### src/rtl/add_10.sv
// Registered unsigned adder: {c,s} = a + b through an explicit ripple-carry
// chain of full-adder cells, with one output register stage.

module add_10_fa (
  input  logic a,
  input  logic b,
  input  logic k_in,
  output logic s,
  output logic k_out
);
  assign s     = a ^ b ^ k_in;
  assign k_out = (a & b) | (a & k_in) | (b & k_in);
endmodule

// Handshake: in_valid high at a rising edge captures a/b; the result appears on
// s/c after that edge with out_valid high for exactly that one cycle. There is
// no ready/backpressure, so a new operand pair may be presented on every edge.
module add_10 #(
  parameter int WIDTH = 9
) (
  input  logic             clk,
  input  logic             reset,
  input  logic             in_valid,
  input  logic [WIDTH-1:0] a,
  input  logic [WIDTH-1:0] b,
  output logic [WIDTH-1:0] s,
  output logic             c,
  output logic             out_valid
);

  logic [WIDTH:0]   k;
  logic [WIDTH-1:0] sum_w;

  logic [WIDTH-1:0] s_d, s_q;
  logic             c_d, c_q;
  logic             out_valid_d, out_valid_q;

  assign k[0] = 1'b0;

  for (genvar i = 0; i < WIDTH; i++) begin : g_chain
    add_10_fa u_fa (
      .a     (a[i]),
      .b     (b[i]),
      .k_in  (k[i]),
      .s     (sum_w[i]),
      .k_out (k[i+1])
    );
  end

  // Outputs hold while idle so a/b (even undriven) never reach s/c.
  always_comb begin
    s_d         = s_q;
    c_d         = c_q;
    out_valid_d = 1'b0;
    if (in_valid) begin
      s_d         = sum_w;
      c_d         = k[WIDTH];
      out_valid_d = 1'b1;
    end
  end

  always_ff @(posedge clk or posedge reset) begin
    if (reset) begin
      s_q         <= '0;
      c_q         <= 1'b0;
      out_valid_q <= 1'b0;
    end else begin
      s_q         <= s_d;
      c_q         <= c_d;
      out_valid_q <= out_valid_d;
    end
  end

  assign s         = s_q;
  assign c         = c_q;
  assign out_valid = out_valid_q;

endmodule

### config.mk
export PLATFORM = sky130hd
export DESIGN_NAME = add_10
export DESIGN_NICKNAME = d
export VERILOG_FILES = /design/src/rtl/add_10.sv
export SDC_FILE = /design/constraint.sdc
export NUM_CORES = 1
export LEC_CHECK = 0
export BUFFER_PORTS_ARGS = -buffer_cell sky130_fd_sc_hd__clkbuf_2
export CAP_MARGIN = 15
export CORE_ASPECT_RATIO = 1.1
export CORE_MARGIN = 2
export CORE_UTILIZATION = 40
export CTS_BUF_LIST = sky130_fd_sc_hd__clkbuf_8
export CTS_CLUSTER_SIZE = 10
export DETAILED_ROUTE_END_ITERATION = 6
export PLACE_DENSITY = 0.76
export SYNTH_ARGS = -nofsm -noshare
export SYNTH_HDL_FRONTEND = slang
export SYNTH_SLANG_ARGS = --single-unit
### constraint.sdc
create_clock -name clk -period 1.5 [get_ports clk]
set_clock_uncertainty 0.05 [all_clocks]
set_input_delay 0.15 -clock clk [delete_from_list [all_inputs] [get_ports clk]]
set_output_delay 0.15 -clock clk [all_outputs]
set_load 0.05 [all_outputs]
# ---- Word-level counts from Yosys, hierarchy flattened
# Cells that the tools add are included.
dict set report totals {
  reg_bits 11
  input_bits 21
}
dict set report classes {
  bitwise_logic 58
  mux 1
}
# op n
set ops {}
lappend ops {{$and 1x1->1} 25}
lappend ops {{$xor 1x1->1} 17}
lappend ops {{$or 1x1->1} 16}
lappend ops {{$mux 1} 1}

# ---- Depth between registers and ports, before layout
# Gate-level depths: netlist of the first run.
dict set report depth {
  depth_word 25
  mapped_depth 11
  mapped_depth_nobuf 11
}

# ---- By module
# A second synthesis of the first run with hierarchy kept.
dict set report hier_totals {
  cells_unflattened 33
  hier_area_um2 624.3
}
# module area_each_um2 cells_each n_inst seq_area_each_um2
set modules_own_cells {}
lappend modules_own_cells {add_10 444.2 24 1 275.3}
lappend modules_own_cells {add_10_fa 20.0 1 9 0.0}

# ---- Worst setup path after synthesis of the first run
# Ideal clock, no wire load.
dict set report synth_path {
  path_kind {in2reg}
  startpoint {input a[0]}
  endpoint {register s_q[8], in the netlist s[8]}
  path_stages 11
  path_slack_ps -2180
  t_required_ps 1373
  arrival_ps 3553
  setup_ps 77
  path_buffers 0
  path_cell_list {ha_1 -> fa_1 -> fa_1 -> fa_1 -> fa_1 -> fa_1 -> fa_1 -> fa_1 -> inv_1 -> fa_1 -> a21oi_1}
}
dict set report synth_between {
  elab_chain_cells 23
}
# element line
set synth_rtl {}
lappend synth_rtl {{from (decl)} 24} ;# input logic [WIDTH-1:0] a,
lappend synth_rtl {{$and 1x1->1 (*)} 12} ;# assign k_out = (a & b) | (a & k_in) | (b & k_in);
lappend synth_rtl {{$and 1x1->1} 12}
lappend synth_rtl {{$or 1x1->1} 12}
lappend synth_rtl {{$or 1x1->1 (*)} 12}
lappend synth_rtl {{$and 1x1->1} 12}
lappend synth_rtl {{$or 1x1->1} 12}
lappend synth_rtl {{$or 1x1->1 (*)} 12}
lappend synth_rtl {{$and 1x1->1} 12}
lappend synth_rtl {{[7 not listed]} n/a}
lappend synth_rtl {{$or 1x1->1 (*)} 12}
lappend synth_rtl {{$and 1x1->1} 12}
lappend synth_rtl {{$or 1x1->1} 12}
lappend synth_rtl {{$or 1x1->1 (*)} 12}
lappend synth_rtl {{$and 1x1->1} 12}
lappend synth_rtl {{$or 1x1->1} 12}
lappend synth_rtl {{$or 1x1->1 (*)} 12}
lappend synth_rtl {{$xor 1x1->1 (*)} 11} ;# assign s = a ^ b ^ k_in;
lappend synth_rtl {{to (signal assigned)} 64} ;# s_q <= '0;
lappend synth_rtl {{to (signal assigned)} 68} ;# s_q <= s_d;
lappend synth_rtl {{to (decl)} 34} ;# logic [WIDTH-1:0] s_d, s_q;
# Mark *: on every way between the ends. The rest lies on a longest branch, timed or not.
# A chain may end at the register's enable or synchronous reset.

# ---- Worst setup path after layout of the first run
# Same ends and word-level chain as after synthesis.

==> summary.md, run 1 <==
The run finished, with violations left. The final reports fail on negative setup slack. Maximum net fanout on the critical path: 1.

STA classifies the critical path endpoint as a flop. The tools report the data arrival time of the worst path as 3.39 ns. The post-DP HPWL is 881 µm, and the cell area power density is 1290 nW/µm². The leakage power is 0.000437 µW. The detailed router placed 399 vias in this run.

In the final design database the tool counted 103 nets. The measured slew at the worst slew-check pin is 0.409 ns, and the initial cell density of the core is 0.437. The worst-case setup margin in the final layout was -1.79 ns; the maximum cell stage delay along the critical path was 0.41 ns. The total CTS buffers is 3. The layout has 111 filler cells. The critical path is of the input port to flop type. From bottom edge to top edge, the die measures 44.8 µm.

The tools report the number of endpoints failing setup at the final stage as 7. The most common cell after layout, fill and taps aside is sky130_fd_sc_hd__clkbuf_2. Wires add up to 1060 µm.

The region available for standard cell placement spans 1380 µm². The antenna diode count is 0. The number of max-cap violations was 0; the residual DRC count was 0. Before CTS, the worst setup slack after placement is -2.07 ns.

Type of the tightest min-delay check: input port to flop. The number of nets in the synthesized netlist is 67. The detailed-router iteration count before antenna repair is 1, and the maximum level of the CTS H-tree is 1. The die covers 1840 µm². The tools report the sequential share of the synthesized area as 0.455. The critical path startpoint category was an input port. The number of register bits inferred by synthesis is 11, and the final hold violation count is 0. The max-slew violation count is 0, and the post-detailed-route via-to-cell ratio is 4.53. The count of placed standard cells in the final layout, fillers left out is 88, and the post-placement cell area is 798 µm². The slowest cell on the critical path was sky130_fd_sc_hd__fa_1. Relative to the synthesized area, the layout overhead comes to 43.9%.

TritonCTS built the clock tree. For the headroom to the max-slew limit, the log shows 0.727. The signal on the critical path passes through buf_6 > ha_4 > fa_2 > fa_2 > fa_2 > fa_2 > fa_2 > fa_2 > fa_2 > inv_2 > fa_1 > a21oi_2. The count of nets left with antenna violations once routing finished came out at 0. Family with the most delay on the worst path: adder cells.

The standard-cell row count is 14. Counting both buffers and inverters, the worst setup path holds a total of 2. The run gives 1.61 ns as the data required time of the worst path. The clock-pin slew on the worst setup and hold paths was 0.05 ns. The cell that appears most often on the critical path is sky130_fd_sc_hd__fa_2.

The clock net sink count is 11. The overall global routing resource usage was 0.129; the via count of the first global-routing pass was 413. After clock tree synthesis, the setup repair step added 0 buffers. Setup repair after global routing could not meet its margin everywhere.

The detailed router finished its first iteration with 0 violations. The tools report the number of antenna violations at the first check in global routing as 0. The logs give 37 for the number of cells produced by synthesis and 14 for the pin count of the biggest net entering global routing.

In the final routed layout, each cell accounts on average for 12.0 µm. Routability-driven placement finished with a final weighted congestion of 0.635. The horizontal die dimension works out to 41.1 µm.

The tools report the total grt overflow as 0. The maximum clock frequency was 304 MHz; the number of warnings printed during yosys synthesis was 0. Summed over all failing endpoints, the final setup total negative slack is -7.69 ns. The share of final-layout standard cells stronger than drive strength 1 works out to 0.722. Final period utilization: 2.19. For the worst-skew pair, the clock arrives at the later sink with an insertion delay of 0.23 ns. Dividing the synthesized area by the synthesized cell count gives 16.3 µm². Number of top-level pins: 32. Summing every instance area after synthesis gives 604 µm². The cell area after layout came out at 870 µm². In the layout the commonest cells are sky130_fd_sc_hd__clkbuf_2 (29), sky130_fd_sc_hd__dfrtp_1 (11), sky130_fd_sc_hd__fa_2 (7). Counting tap cells, the placed design contains a total of 83 instances. The count of buffers added on input and output ports is 31.

The number of different library cells used by synthesis comes to 9. The tools report the first-pass GRT wire length as 1530 µm. For the finished layout, the period the worst path requires is 3.29 ns. IR analysis of the VDD net gives a maximum drop of 0.000740 V.

The maximum buffer depth of the clock tree was 2. The tools report the root cell of the clock tree as sky130_fd_sc_hd__clkbuf_8.
power breakdown:
part	internal, µW	switching (µW)
registers	356	30.7
logic	155	303
clock network	178	94.6
total	690	428
cell usage after synthesis, drive strengths merged:
cell,number,share of area
a21oi,2,0.017
buf,1,0.019
dfrtp,11,0.46
fa,8,0.27
ha,1,0.021
inv,4,0.025
mux2,8,0.19
nor2,2,0.012
repair_timing:
action | in CTS | in global routing
hold endpoints to repair | 11 | 0
hold buffers | 1 | 0
setup endpoints to repair | 7 | 7
pin swaps | 0 | 1
gates resized for setup | 0 | 4
through the flow:
stage               hold WS [ns]  total power [µW]  utilization
detailed placement        0.0854               847        0.577
finish                     0.212              1120        0.628
CTS                        0.236              1130        0.617
floorplan                -0.0476               725            -
global route               0.210              1190        0.628
global placement          0.0946               836        0.577
logic make-up after synthesis:
family / after synthesis / share of synthesized area
AOI/OAI and AO/OA: 2 / 0.0166
adders and majority gates: 9 / 0.286
buffers and inverters: 5 / 0.0435
DFF: 11 / 0.455
muxes: 8 / 0.186
and+or+nand+nor: 2 / 0.0124
layer usage:
layer / wire length [µm] / GRT usage / vias up
li1: - / - / 186
met1: 379 / 0.134 / 192
met2: 598 / 0.222 / 21
met3: 82 / 0.0296 / 0
met4: 0 / 0.0800 / 0
met5: 0 / 0 / -
flip-flops by register name, summed over array words and instances, names as in the netlist:
| signal | cells |
|---|---|
| c | 1 |
| out_valid | 1 |
| s | 9 |
worst paths after layout:
kind,from,to,slack [ns],cells after the start
setup / recovery,a[0],s[8]$_DFFE_PP0P_,-1.79,12
hold / removal,b[0],s[0]$_DFFE_PP0P_,0.21,3
setup reg to reg,s[5]$_DFFE_PP0P_,s[5]$_DFFE_PP0P_,0.69,1
hold reg to reg,s[3]$_DFFE_PP0P_,s[3]$_DFFE_PP0P_,0.46,1
max in group asynchronous,reset,s[1]$_DFFE_PP0P_,0.71,3
min in group asynchronous,reset,s[3]$_DFFE_PP0P_,0.40,3
area by class of cell:
class	instances	area [µm²]	area share
clock buffers	3	41.3	0.0475
clock inverters	1	3.75	0.00432
inverters	4	15.0	0.0173
multi-input cells	21	337	0.387
flip-flops and latches	11	275	0.317
well taps	16	20.0	0.0230
repair buffers	32	178	0.204
Power figures use the tool's default switching activity.
==> run 2, diff against run 1 <==
Settings changed: ABC_AREA set to 1, PLACE_DENSITY 0.76 to 0.77.
==> run 2 against run 1 <==
The run still ends with negative setup slack left. Total power shrank 7.0%. Largest cell class unchanged. Hold slack worse by 0.073 ns. Highest routed layer is now met4. Clock power grew 7%. Sequential share of layout area up 0.14 points. Combinational power shrank 17%. Register-to-register slack improved by 0.13 ns. Design area is 0.43% lower. Non-clock buffer count is the same. Critical path type unchanged. Via count is 22% higher. Synthesized cell count up 57%. Critical path depth rose by 2.
==> summary.md, run 2 <==
The flow ran to the end, but the final reports show violations. The checks that failed: negative setup slack. The first global-routing pass estimated 1820 µm of wire.

The share of power burned in registers is 0.355, and the net switching fraction of the power is 0.392. The tools report the critical path startpoint category as an input port. For the max-slew violation count, the log shows 0.

The run gives 0 as the remaining antenna violation count. Averaged over all synthesized cells, the footprint is 10.3 µm². The total overflow left after global routing is 0. Buffers inserted during clock tree synthesis total 3. The count of routing violations after the opening detailed-route iteration is 8, and the async set or reset register ratio after synthesis is 1.00.

Sequential share of the synthesized area: 0.460. Die area: 1820 µm². Pin placement for this block handled 32 I/O pins. The logs give 275 µm² for the sequential cell area in the final layout and 0.432 for the initial cell density of the core.

The worst setup path is captured at a flop. Number of cells produced by synthesis: 58. The Yosys step of the flow raised 0 warnings. Final period utilization: 2.21.

After synthesis, the most frequently instantiated cells are sky130_fd_sc_hd__nand2_1 (30), sky130_fd_sc_hd__dfrtp_1 (11), sky130_fd_sc_hd__fa_1 (8). The run gives 458 as the via count of the first global-routing pass. Leaving out fill and tap cells, the most frequent cell in the layout is sky130_fd_sc_hd__nand2_1. The adder and majority gate portion of the synthesized area is 0.289.

The clock-pin slew on the worst setup and hold paths works out to 0.05 ns. In this run the critical register-to-register path is launched from s[6]$_DFFE_PP0P_. Fill cells in the final layout number 115. For this run, the top clock speed supported by timing is 302 MHz. The count of placed standard cells in the final layout, fillers left out was 109; the antenna diode count was 0.

The register with the most flip-flops in the layout has 9 of them. The count of buffers added by post-CTS timing repair for setup was 0. The final layout contains 124 nets. By area the synthesized netlist is led by sky130_fd_sc_hd__dfrtp_1 (46%), sky130_fd_sc_hd__fa_1 (27%), sky130_fd_sc_hd__nand2_1 (19%), sky130_fd_sc_hd__inv_1 (3.8%), sky130_fd_sc_hd__ha_1 (2.1%).

The pin count of the biggest net entering global routing was 13. In the final layout, the multi-input gates occupy 318 µm². The fraction of synthesized cell area taken by the top area cell type was 0.460; the number of distinct library cells after synthesis was 7. The maximum buffer depth of the clock tree was 2. The type of the tightest min-delay check is input port to flop. STA puts the critical path data required time at 1.63 ns. The highest ir drop seen on vdd is 0.000399 V, and the clock network fraction of total power is 0.280. Buffers placed on the I/O ports in this run total 31.

Clock latency on the worst-skew pair, taken at its later pin, is 0.24 ns. The library cells used most frequently in the layout, excluding fill and tap cells, are sky130_fd_sc_hd__nand2_1 (30), sky130_fd_sc_hd__clkbuf_2 (29), sky130_fd_sc_hd__dfrtp_1 (11). The area share of and/or/nand/nor cells after synthesis was 0.188; the horizontal die dimension was 40.9 µm. The share of final-layout standard cells stronger than drive strength 1 came out at 0.505. The internal power of the cells totals 632 µW. The measured slew at the worst slew-check pin is 0.415 ns. After synthesis, the largest family of logic cells by area is adder cells.

TritonCTS built the clock tree. The logs give 11 for the clock net sink count and 1240 µm for the routed wire length. In the routed layout, each cell is associated on average with a via count of 4.47.

The most instantiated library cell after synthesis was sky130_fd_sc_hd__nand2_1. The root cell of the clock tree was sky130_fd_sc_hd__clkbuf_8. The power spent charging and discharging nets is 408 µW.

Counting every net in the synthesized netlist gives 88. Setup repair after global routing could not meet its margin everywhere. The part of the power in combinational logic is 0.365, and the number of placed cells counting well taps is 104.

Dividing total power by cell area gives a power density of 1200 nW/µm². The mux cell area share after synthesis is 0, and the total negative slack is -7.29 ns. Number of max-cap violations: 0. For the core utilization of the finished layout, the log shows 0.626. After layout, the minimum clock period comes to 3.31 ns.

The area growth from synthesis to layout is 44.8%. The maximum net fanout on the critical path was 1; the core area was 1380 µm². In this run the most critical hold path is launched from in_valid. The logs give 0.000480 µW for the leakage power and 0.154 for the overall global routing resource usage. Yosys mapped a number of flops with a built-in enable equal to 0.

The number of register bits inferred by synthesis was 11; the routed wirelength normalized by instance count was 11.4 µm. Post-synthesis cell type with the largest combined area: sky130_fd_sc_hd__dfrtp_1. The headroom to the max-slew limit was 0.723. The tools report the number of endpoints failing setup at the final stage as 7. The number of antenna violations at the first check in global routing was 0.

Final worst hold slack: 0.140 ns. In this run the worst setup path begins at a[0]. By startpoint and endpoint, the worst setup path is classified as input port to flop. The die extent in y works out to 44.6 µm. Maximum level of the CTS H-tree: 1.

The worst-case setup margin in the final layout was -1.81 ns; the data arrival time of the worst path was 3.44 ns. The detailed-router iteration count before antenna repair came out at 4. The routability congestion estimate was 0.569. The initialized floorplan defines 14 standard-cell rows. The fraction of the mapped netlist area in compound gates is 0, and the post-synthesis cell area is 598 µm². The xor and xnor area share after synthesis was 0; the total vias in the final route was 487. The final hold violation count was 0; the residual DRC count was 0.

The primary flip-flop cell chosen by synthesis mapping was sky130_fd_sc_hd__dfrtp_1. Detailed placement finished with a half-perimeter wire length of 968 µm.
## run 2: cell types whose count changed after synthesis
cell                      change
sky130_fd_sc_hd__a21oi_1      -2
sky130_fd_sc_hd__inv_1        +2
sky130_fd_sc_hd__inv_2        +1
sky130_fd_sc_hd__mux2_2       -2
sky130_fd_sc_hd__mux2_4       -6
sky130_fd_sc_hd__nand2_1     +30
sky130_fd_sc_hd__nor2_1       -2
## run 2: path summary, 6_finish.rpt
path                                            end  slack (ns)  cells after the start
worst max-delay path               s[8]$_DFFE_PP0P_       -1.81                     14
worst min-delay path            out_valid$_DFF_PP0_        0.14                      1
worst max register to register     s[6]$_DFFE_PP0P_        0.82                      2
worst min register to register     s[2]$_DFFE_PP0P_        0.42                      2
max in group asynchronous          s[6]$_DFFE_PP0P_        0.74                      3
min in group asynchronous          s[0]$_DFFE_PP0P_        0.37                      3
## run 2: stage by stage
stage / area (µm²) / total power [µW] / worst slack [ns]
finish: 866 / 1040 / -1.81
global route: 866 / 1100 / -1.92
CTS: 858 / 1040 / -1.84
detailed placement: 795 / 745 / -2.09
global placement: 795 / 734 / -2.05
floorplan: 631 / 636 / -1.87
## run 2: routing by layer
metal | vias up | routed length (µm) | track usage
li1 | 238 | - | -
met1 | 223 | 494 | 0.193
met2 | 23 | 630 | 0.234
met3 | 3 | 94 | 0.0302
met4 | 0 | 23 | 0.100
met5 | - | 0 | 0
## run 2: area by class of cell
cell class | instances | share of cell area
multi-input combinational | 39 | 0.367
sequential | 11 | 0.318
timing repair buffer | 32 | 0.210
clock buffer | 3 | 0.0477
inverter | 7 | 0.0303
tap | 16 | 0.0231
clock inverter | 1 | 0.00434
## run 2: kinds of logic after synthesis
family	count (synthesis)
DFF	11
adders and majority gates	9
and+or+nand+nor	30
buffers and inverters	8
## run 2: power by group through the flow
stage | combinational [µW] | sequential (µW) | clock (µW)
finish | 380 | 369 | 291
detailed placement | 373 | 372 | 0
global placement | 364 | 370 | 0
floorplan | 98.2 | 538 | 0
global route | 415 | 373 | 309
CTS | 380 | 368 | 296
## run 2: timing repair
item	4_1_cts	5_1_grt
resized for setup	1	4
pin swaps	4	1
hold endpoints to repair	11	0
setup endpoints to repair	7	7
hold buffers	1	0
## run 2: critical path, stage by stage
cell and delay [ns]:
sky130_fd_sc_hd__buf_8 0.10, sky130_fd_sc_hd__ha_4 0.15, sky130_fd_sc_hd__fa_2 0.33, sky130_fd_sc_hd__fa_2 0.35
sky130_fd_sc_hd__fa_2 0.35, sky130_fd_sc_hd__fa_2 0.34, sky130_fd_sc_hd__fa_2 0.35, sky130_fd_sc_hd__fa_2 0.35
sky130_fd_sc_hd__fa_2 0.34, sky130_fd_sc_hd__inv_2 0.06, sky130_fd_sc_hd__fa_2 0.43, sky130_fd_sc_hd__inv_2 0.05
sky130_fd_sc_hd__nand2_1 0.04, sky130_fd_sc_hd__nand2_1 0.06
